==> src/rtl/wb_arb2_if.sv <==
// Two-master Wishbone arbiter bus bundle.
// slave: arbiter view; master: masters plus downstream slave.
interface wb_arb2_if;
  logic        m0_cyc_i, m0_stb_i, m0_we_i;
  logic [31:0] m0_adr_i, m0_dat_i;
  logic [3:0]  m0_sel_i;
  logic [31:0] m0_dat_o;
  logic        m0_ack_o, m0_err_o;

  logic        m1_cyc_i, m1_stb_i, m1_we_i;
  logic [31:0] m1_adr_i, m1_dat_i;
  logic [3:0]  m1_sel_i;
  logic [31:0] m1_dat_o;
  logic        m1_ack_o, m1_err_o;

  logic        s_cyc_o, s_stb_o, s_we_o;
  logic [31:0] s_adr_o, s_dat_o;
  logic [3:0]  s_sel_o;
  logic [31:0] s_dat_i;
  logic        s_ack_i;

  modport slave (
    input  m0_cyc_i, m0_stb_i, m0_we_i,
    input  m0_adr_i, m0_dat_i, m0_sel_i,
    output m0_dat_o, m0_ack_o, m0_err_o,
    input  m1_cyc_i, m1_stb_i, m1_we_i,
    input  m1_adr_i, m1_dat_i, m1_sel_i,
    output m1_dat_o, m1_ack_o, m1_err_o,
    output s_cyc_o, s_stb_o, s_we_o,
    output s_adr_o, s_dat_o, s_sel_o,
    input  s_dat_i, s_ack_i
  );

  modport master (
    output m0_cyc_i, m0_stb_i, m0_we_i,
    output m0_adr_i, m0_dat_i, m0_sel_i,
    input  m0_dat_o, m0_ack_o, m0_err_o,
    output m1_cyc_i, m1_stb_i, m1_we_i,
    output m1_adr_i, m1_dat_i, m1_sel_i,
    input  m1_dat_o, m1_ack_o, m1_err_o,
    input  s_cyc_o, s_stb_o, s_we_o,
    input  s_adr_o, s_dat_o, s_sel_o,
    output s_dat_i, s_ack_i
  );
endinterface

==> src/rtl/wb_arb2.sv <==
// Round-robin two-master Wishbone arbiter
// with per-strobe ack timeout.
module wb_arb2 #(
  parameter int unsigned TIMEOUT = 15
) (
  input logic       clk_i,
  input logic       rst_n_i,
  wb_arb2_if.slave  bus
);

  typedef enum logic [1:0] {
    IDLE = 2'd0,
    GNT0 = 2'd1,
    GNT1 = 2'd2
  } state_t;

  localparam logic [7:0] TO = TIMEOUT[7:0];

  state_t     state, state_nxt;
  logic       last, last_nxt;
  logic [7:0] cnt, cnt_nxt;

  logic req0, req1;
  logic g0, g1, gnt;
  logic cyc_g, stb_g;
  logic tp;

  always_ff @(posedge clk_i or negedge rst_n_i) begin
    if (!rst_n_i) begin
      state <= IDLE;
      last  <= 1'b1;
      cnt   <= 8'd0;
    end else begin
      state <= state_nxt;
      last  <= last_nxt;
      cnt   <= cnt_nxt;
    end
  end

  always_comb begin
    req0  = bus.m0_cyc_i & bus.m0_stb_i;
    req1  = bus.m1_cyc_i & bus.m1_stb_i;
    g0    = (state == GNT0);
    g1    = (state == GNT1);
    gnt   = g0 | g1;
    cyc_g = 1'b0;
    stb_g = 1'b0;
    unique case (1'b1)
      g0: begin
        cyc_g = bus.m0_cyc_i;
        stb_g = bus.m0_stb_i;
      end
      g1: begin
        cyc_g = bus.m1_cyc_i;
        stb_g = bus.m1_stb_i;
      end
      default: ;
    endcase
    // an ack arriving on the deadline cycle beats the timeout
    tp = gnt & (cnt == TO) & ~bus.s_ack_i;
  end

  always_comb begin
    state_nxt = state;
    last_nxt  = last;
    unique case (state)
      IDLE: begin
        if (req0 & req1)
          state_nxt = last ? GNT0 : GNT1;
        else if (req0)
          state_nxt = GNT0;
        else if (req1)
          state_nxt = GNT1;
        else
          state_nxt = IDLE;
        if (state_nxt == GNT0) last_nxt = 1'b0;
        if (state_nxt == GNT1) last_nxt = 1'b1;
      end
      GNT0, GNT1: begin
        if (!cyc_g) state_nxt = IDLE;
      end
      default: state_nxt = IDLE;
    endcase
  end

  always_comb begin
    cnt_nxt = 8'd0;
    if (gnt & stb_g & ~bus.s_ack_i & ~tp)
      cnt_nxt = cnt + 8'd1;
  end

  always_comb begin
    bus.s_cyc_o = cyc_g;
    bus.s_stb_o = stb_g & ~tp;
    bus.s_we_o  = 1'b0;
    bus.s_adr_o = '0;
    bus.s_dat_o = '0;
    bus.s_sel_o = '0;
    unique case (1'b1)
      g0: begin
        bus.s_we_o  = bus.m0_we_i;
        bus.s_adr_o = bus.m0_adr_i;
        bus.s_dat_o = bus.m0_dat_i;
        bus.s_sel_o = bus.m0_sel_i;
      end
      g1: begin
        bus.s_we_o  = bus.m1_we_i;
        bus.s_adr_o = bus.m1_adr_i;
        bus.s_dat_o = bus.m1_dat_i;
        bus.s_sel_o = bus.m1_sel_i;
      end
      default: ;
    endcase
  end

  assign bus.m0_dat_o = bus.s_dat_i;
  assign bus.m1_dat_o = bus.s_dat_i;
  assign bus.m0_ack_o = g0 & bus.m0_stb_i & bus.s_ack_i;
  assign bus.m1_ack_o = g1 & bus.m1_stb_i & bus.s_ack_i;
  assign bus.m0_err_o = g0 & tp;
  assign bus.m1_err_o = g1 & tp;

endmodule

==> src/flat_wrapper.sv <==
// flat-port wrapper written by rule: the top's interface ports become plain ports
module wb_arb2_flat 
#(
  parameter int unsigned TIMEOUT = 15
)
  (clk_i, rst_n_i, bus_m0_cyc_i, bus_m0_stb_i, bus_m0_we_i, bus_m0_adr_i, bus_m0_dat_i, bus_m0_sel_i, bus_m0_dat_o, bus_m0_ack_o, bus_m0_err_o, bus_m1_cyc_i, bus_m1_stb_i, bus_m1_we_i, bus_m1_adr_i, bus_m1_dat_i, bus_m1_sel_i, bus_m1_dat_o, bus_m1_ack_o, bus_m1_err_o, bus_s_cyc_o, bus_s_stb_o, bus_s_we_o, bus_s_adr_o, bus_s_dat_o, bus_s_sel_o, bus_s_dat_i, bus_s_ack_i);
  wb_arb2_if bus_i ();
  input logic clk_i;
  input logic rst_n_i;
  input wire logic [$bits(bus_i.m0_cyc_i)-1:0] bus_m0_cyc_i;
  input wire logic [$bits(bus_i.m0_stb_i)-1:0] bus_m0_stb_i;
  input wire logic [$bits(bus_i.m0_we_i)-1:0] bus_m0_we_i;
  input wire logic [$bits(bus_i.m0_adr_i)-1:0] bus_m0_adr_i;
  input wire logic [$bits(bus_i.m0_dat_i)-1:0] bus_m0_dat_i;
  input wire logic [$bits(bus_i.m0_sel_i)-1:0] bus_m0_sel_i;
  output wire logic [$bits(bus_i.m0_dat_o)-1:0] bus_m0_dat_o;
  output wire logic [$bits(bus_i.m0_ack_o)-1:0] bus_m0_ack_o;
  output wire logic [$bits(bus_i.m0_err_o)-1:0] bus_m0_err_o;
  input wire logic [$bits(bus_i.m1_cyc_i)-1:0] bus_m1_cyc_i;
  input wire logic [$bits(bus_i.m1_stb_i)-1:0] bus_m1_stb_i;
  input wire logic [$bits(bus_i.m1_we_i)-1:0] bus_m1_we_i;
  input wire logic [$bits(bus_i.m1_adr_i)-1:0] bus_m1_adr_i;
  input wire logic [$bits(bus_i.m1_dat_i)-1:0] bus_m1_dat_i;
  input wire logic [$bits(bus_i.m1_sel_i)-1:0] bus_m1_sel_i;
  output wire logic [$bits(bus_i.m1_dat_o)-1:0] bus_m1_dat_o;
  output wire logic [$bits(bus_i.m1_ack_o)-1:0] bus_m1_ack_o;
  output wire logic [$bits(bus_i.m1_err_o)-1:0] bus_m1_err_o;
  output wire logic [$bits(bus_i.s_cyc_o)-1:0] bus_s_cyc_o;
  output wire logic [$bits(bus_i.s_stb_o)-1:0] bus_s_stb_o;
  output wire logic [$bits(bus_i.s_we_o)-1:0] bus_s_we_o;
  output wire logic [$bits(bus_i.s_adr_o)-1:0] bus_s_adr_o;
  output wire logic [$bits(bus_i.s_dat_o)-1:0] bus_s_dat_o;
  output wire logic [$bits(bus_i.s_sel_o)-1:0] bus_s_sel_o;
  input wire logic [$bits(bus_i.s_dat_i)-1:0] bus_s_dat_i;
  input wire logic [$bits(bus_i.s_ack_i)-1:0] bus_s_ack_i;
  assign bus_i.m0_cyc_i = bus_m0_cyc_i;
  assign bus_i.m0_stb_i = bus_m0_stb_i;
  assign bus_i.m0_we_i = bus_m0_we_i;
  assign bus_i.m0_adr_i = bus_m0_adr_i;
  assign bus_i.m0_dat_i = bus_m0_dat_i;
  assign bus_i.m0_sel_i = bus_m0_sel_i;
  assign bus_m0_dat_o = bus_i.m0_dat_o;
  assign bus_m0_ack_o = bus_i.m0_ack_o;
  assign bus_m0_err_o = bus_i.m0_err_o;
  assign bus_i.m1_cyc_i = bus_m1_cyc_i;
  assign bus_i.m1_stb_i = bus_m1_stb_i;
  assign bus_i.m1_we_i = bus_m1_we_i;
  assign bus_i.m1_adr_i = bus_m1_adr_i;
  assign bus_i.m1_dat_i = bus_m1_dat_i;
  assign bus_i.m1_sel_i = bus_m1_sel_i;
  assign bus_m1_dat_o = bus_i.m1_dat_o;
  assign bus_m1_ack_o = bus_i.m1_ack_o;
  assign bus_m1_err_o = bus_i.m1_err_o;
  assign bus_s_cyc_o = bus_i.s_cyc_o;
  assign bus_s_stb_o = bus_i.s_stb_o;
  assign bus_s_we_o = bus_i.s_we_o;
  assign bus_s_adr_o = bus_i.s_adr_o;
  assign bus_s_dat_o = bus_i.s_dat_o;
  assign bus_s_sel_o = bus_i.s_sel_o;
  assign bus_i.s_dat_i = bus_s_dat_i;
  assign bus_i.s_ack_i = bus_s_ack_i;
  wb_arb2 #(.TIMEOUT(TIMEOUT)) u_core (.clk_i(clk_i), .rst_n_i(rst_n_i), .bus(bus_i));
endmodule
==> config.mk <==
export PLATFORM = sky130hd
export DESIGN_NAME = wb_arb2_flat
export DESIGN_NICKNAME = d
export VERILOG_FILES = /design/src/rtl/wb_arb2_if.sv /design/src/rtl/wb_arb2.sv /design/src/flat_wrapper.sv
export SDC_FILE = /design/constraint.sdc
export NUM_CORES = 1
export LEC_CHECK = 0
export BUFFER_PORTS_ARGS = -buffer_cell sky130_fd_sc_hd__buf_4
export CORE_AREA = 4 4 121 123
export DETAILED_ROUTE_END_ITERATION = 12
export DIE_AREA = 0 0 125 127
export PLACE_DENSITY = 0.51
export SLEW_MARGIN = 20
export SYNTH_ARGS = -nofsm -noshare
export SYNTH_HDL_FRONTEND = slang
export SYNTH_SLANG_ARGS = --single-unit
==> constraint.sdc <==
create_clock -name clk_i -period 5.3 [get_ports clk_i]
set_clock_uncertainty 0.2 [all_clocks]
set_input_delay 1.06 -clock clk_i [delete_from_list [all_inputs] [get_ports clk_i]]
set_output_delay 1.06 -clock clk_i [all_outputs]
set_load 0.01 [all_outputs]
Word level (Yosys, flattened, before mapping)
Index checks and enable logic that the tools add are counted.
{"block": "word_totals", "in_bits": 177, "reg_bits": 11, "output_inout_bits": 139, "word_cells": 48}
{"block": "classes", "n_addsub": 1, "n_eq_ne": 6, "n_mux": 16, "bitwise": 18, "n_reduce_logical": 4}
{"op": "$pmux 32 s2", "count": 2}
{"op": "$and 1x1->1", "count": 15}
{"op": "$mux 2", "count": 6}
{"op": "$add 8x1->8 const B", "count": 1}
{"op": "$eq 8x4->1 const B", "count": 1}
{"op": "$mux 8", "count": 1}
{"op": "$pmux 4 s2", "count": 1}
{"op": "$pmux 1 s2", "count": 3}
{"op": "$eq 2x1->1 const B", "count": 2}
{"op": "$eq 2x2->1 const B", "count": 2}
{"op": "$pmux 2 s2", "count": 1}
{"op": "$logic_not 2->1", "count": 1}
{"op": "$mux 1", "count": 2}
{"op": "$ne 2x2->1 const B", "count": 1}
{"op": "$not 1->1", "count": 2}
{"op": "$reduce_and 2->1", "count": 1}
{"op": "$reduce_bool 2->1", "count": 1}
{"op": "$reduce_or 2->1", "count": 1}
{"op": "$or 1x1->1", "count": 1}

Logic depth before layout (Yosys ltp)
{"block": "logic_depth", "depth_word": 8, "mapped_depth": 6, "ltp_nobuf": 5}

Least setup slack after synthesis
Ideal clock, no wire load.
{"block": "synth_timing", "path_type": "reg2out", "startpoint": "register u_core.state[0]", "endpoint": "output bus_m0_err_o", "stages_incl_launch_ff": 7, "setup_slack_ns": 2.306, "t_arrival_ns": 1.734, "path_buffers": 1, "t_required_ns": 4.040, "path_cell_list": "dfrtp_1 > inv_1 > ha_1 > buf_4 > or4b_4 > nor4_4 > and2_1"}
{"block": "synth_between", "elab_chain_cells": 5, "elab_cells_between_ends": 6, "classes_between": "eq/ne: 2; bitwise: 4"}
{"item": "start, declared", "line_no": "wb_arb2.sv:19", "rtl": "state_t state, state_nxt;"}
{"item": "start signal, assigned", "line_no": "wb_arb2.sv:34", "rtl": "state <= state_nxt;"}
{"item": "$eq 2x1->1 or $eq 2x2->1 (tied branches)", "line_no": "wb_arb2.sv:43, wb_arb2.sv:44"}
{"item": "$or 1x1->1", "line_no": "wb_arb2.sv:45", "rtl": "gnt = g0 | g1;"}
{"item": "$and 1x1->1 (2 in a row)", "line_no": "wb_arb2.sv:60", "rtl": "tp = gnt & (cnt == TO) & ~bus.s_ack_i;"}
{"item": "$and 1x1->1 (*)", "line_no": "wb_arb2.sv:120", "rtl": "assign bus.m0_err_o = g0 & tp;"}
{"item": "end, declared", "line_no": "flat_wrapper.sv:18", "rtl": "output wire logic [$bits(bus_i.m0_err_o)-1:0] bus_m0_err_o;"}
Mark *: on every way between the ends. The rest lies on a longest branch, timed or not.

Worst setup path after layout
{"block": "layout_timing", "startpoint": "register u_core.state[0]", "endpoint": "output bus_s_adr_o[31]"}
{"block": "layout_between", "elab_chain_cells": 2, "elab_cells_between_ends": 3, "classes_between": "eq/ne: 2; mux: 1"}
{"item": "$eq 2x2->1 or $eq 2x1->1 (tied branches)", "line_no": "wb_arb2.sv:44, wb_arb2.sv:43"}
{"item": "$pmux 32 s2 (*)", "line_no": "wb_arb2.sv:99", "rtl": "unique case (1'b1)"}
{"item": "end, declared", "line_no": "flat_wrapper.sv:31", "rtl": "output wire logic [$bits(bus_i.s_adr_o)-1:0] bus_s_adr_o;"}
Marked as above.

==> results.sh <==
export IMPL_synth_area_um2=2210
export IMPL_firstDrtPassIters=4
export IMPL_hold_path_class="reg2reg"
export IMPL_synthCells=295
export IMPL_drt_wl_total_um=8780
export IMPL_cts_max_path_buffers=2
export IMPL_core_um2=13700
export IMPL_drc=0
export IMPL_finalSetupViolCount=0
export IMPL_grt_pass1_vias=2599
export IMPL_wl_per_cell_um=14.3
export IMPL_diodes=0
export IMPL_ios=316
export IMPL_cts_sinks=11
export IMPL_hpwl_um=6920
export IMPL_grt_usage=0.0977
export IMPL_vias=2686
export IMPL_gr_total_overflow=0
export IMPL_die_h_um=127
export IMPL_synthTopCellsByArea="a22oi_1, buf_4, nor2b_1"
export IMPL_fin_crit_ps=3690
export IMPL_die_x_um=125
export IMPL_yosysWarnings=0
export IMPL_dr_first_iter_drc_count=111
export IMPL_cts_hold_buf=0
export IMPL_clock_latency_ps=240
export IMPL_synth_nets=477
export IMPL_critical_path_class="reg2out"
export IMPL_row_count=43
export IMPL_worst_endpoint_required_ps=4040
export IMPL_post_cts_setup_buffers=0
export IMPL_synth_cell_type_count=35
export IMPL_netlist_area_leader_share=0.234
export IMPL_cp_arrival_ps=2430
export IMPL_p_leak_nw=1.60
export IMPL_tightest_slew_ps=882
export IMPL_ys_seq_area_frac=0.125
export IMPL_fin_crit_sh=0.696
export IMPL_grt_max_degree=73
export IMPL_critPathLaunchType="flip-flop"
export IMPL_ant_nets=0
export IMPL_rsz0062_at_grt="no"
export IMPL_synth_ff_type="dfrtp_1"
export IMPL_area_delta_synth_final_pct=63.4
export IMPL_peakVddDrop_v=0.0000998
export IMPL_end_kind="output pin"
export IMPL_grt_pass1_wl_um=13100
export IMPL_nets=616
export IMPL_power_density_nw_per_um2=148
export IMPL_clkTransAtPathRegs_ps=40
export IMPL_root_buffer="clkbuf_16"
export IMPL_crit_fanout=38
export IMPL_drv_slew=0
export IMPL_max_slew_margin_rel=0.412
export IMPL_dieArea_um2=15900
export IMPL_start_util=0.162
export IMPL_numCtsBuffers=3
export IMPL_status="finished, final reports clean"
export IMPL_avgSynthCellArea_um2=7.50
export IMPL_async_reset_ff_frac=1.00
export IMPL_yosys_area_top_type="a22oi_1"
export IMPL_antenna_found_initial=0
export IMPL_htree_levels=1
export IMPL_port_buffers=219
export IMPL_cts_resized=0
export IMPL_p_total_mw=0.535
export IMPL_viasPerCell=4.38
export IMPL_synth_seq_cells=11
export IMPL_hold_viol=0
export IMPL_max_cap_violations=0
export IMPL_drive_above_1_share=0.538
export IMPL_synth_edff_count=0
export IMPL_finalSetupTns_ps=0
export IMPL_cts_tree="done"
export IMPL_routabilityCongestion=0.850
export IMPL_max_freq_mhz=271
## cells in the final DEF (no fill, tap or decap), drive strengths merged, types with 2 or more instances in the layout
| cell | netlist | routed |
|---|---|---|
| a21oi | 2 | 2 |
| nand3 | 3 | 3 |
| a22o | 2 | 2 |
| mux2i | 2 | 2 |
| nand2 | 6 | 6 |
| a22oi | 69 | 69 |
| inv | 4 | 4 |
| a211oi | 2 | 2 |
| o21ai | 3 | 3 |
| or3 | 3 | 3 |
| ha | 5 | 5 |
| buf | 69 | 222 |
| clkbuf | 19 | 4 |
| nor2 | 2 | 2 |
| and3 | 3 | 3 |
| nor2b | 71 | 71 |
| o211ai | 2 | 2 |
| and2 | 2 | 2 |
| dfrtp | 10 | 10 |
| nand4 | 2 | 2 |
## stage by stage
step           worst slack (ps)  hold slack (ps)   util  cells  instance area [um^2]
2_1_floorplan              2310              288      -    295                  2210
3_3_place_gp               1940              314  0.259    609                  3540
3_5_place_dp               1850              322  0.259    609                  3540
4_1_cts                    1590              338  0.265    613                  3620
5_1_grt                    1400              351  0.265    613                  3620
6_report                   1610              337  0.265    613                  3620
## layout make-up
| type | instances | area, um^2 |
|---|---|---|
| clock buffers | 4 | 78.8 |
| fillers | 1502 | 10000 |
| inverters | 4 | 15.0 |
| multi-input cells | 192 | 1360 |
| flip-flops and latches | 11 | 277 |
| well taps | 180 | 225 |
| repair buffers | 222 | 1670 |
## flip-flops by register name, indices dropped and copies added, names as in the netlist
| signal | flops |
|---|---|
| u_core.last | 1 |
| u_core.cnt | 8 |
| u_core.state | 2 |
## cell families after synthesis
family	after synthesis	synth area share
adders and majority gates	5	0.0283
muxes	3	0.0141
xor gates and xnor gates	1	0.00396
buffers and inverters	92	0.266
and+or+nand+nor	100	0.285
AOI/OAI and AO/OA	83	0.278
DFF	11	0.125
## cells in the mapped netlist (3+ instances only)
| cell type | n |
|---|---|
| ha_1 | 5 |
| o21ai_0 | 3 |
| dfrtp_1 | 10 |
| nand3_1 | 3 |
| nand2_1 | 6 |
| and3_1 | 3 |
| or3_1 | 3 |
| nor2b_1 | 71 |
| a22oi_1 | 69 |
| clkbuf_1 | 19 |
| buf_4 | 65 |
| inv_1 | 4 |
| buf_1 | 4 |
## power breakdown
| part | switching (mW) | internal, mW | total (mW) |
|---|---|---|---|
| logic | 0.132 | 0.171 | 0.303 |
| clock network | 0.0384 | 0.101 | 0.140 |
| registers | 0.00295 | 0.0892 | 0.0922 |
## critical path, cell delays in order, from the launching register on
cell     delay (ps)
dfrtp_1         370
inv_1           100
ha_2            690
buf_4           480
a22oi_1         190
nor2b_1         190
buf_4           140
## path summary, 6_finish.rpt
path / slack (ps) / depth (start not counted) / start / end
max in group asynchronous: 4220 / 1 / rst_n_i / u_core.last
min in group asynchronous: 450 / 1 / rst_n_i / u_core.cnt[4]
worst max register to register: 2870 / 5 / u_core.state[1] / u_core.cnt[5]
worst min-delay path: 340 / 1 / u_core.cnt[0] / u_core.cnt[0]
worst max-delay path: 1610 / 6 / u_core.state[0] / bus_s_adr_o[31]
worst min register to register: 340 / 1 / u_core.cnt[0] / u_core.cnt[0]
## routing by layer
metal / track usage / vias to the layer above / wire length (um)
li1: - / 1263 / -
met1: 0.115 / 1241 / 3170
met2: 0.173 / 169 / 4490
met3: 0.0318 / 13 / 998
met4: 0.0230 / 0 / 123
met5: 0 / - / 0
Power figures use the tool's default switching activity.
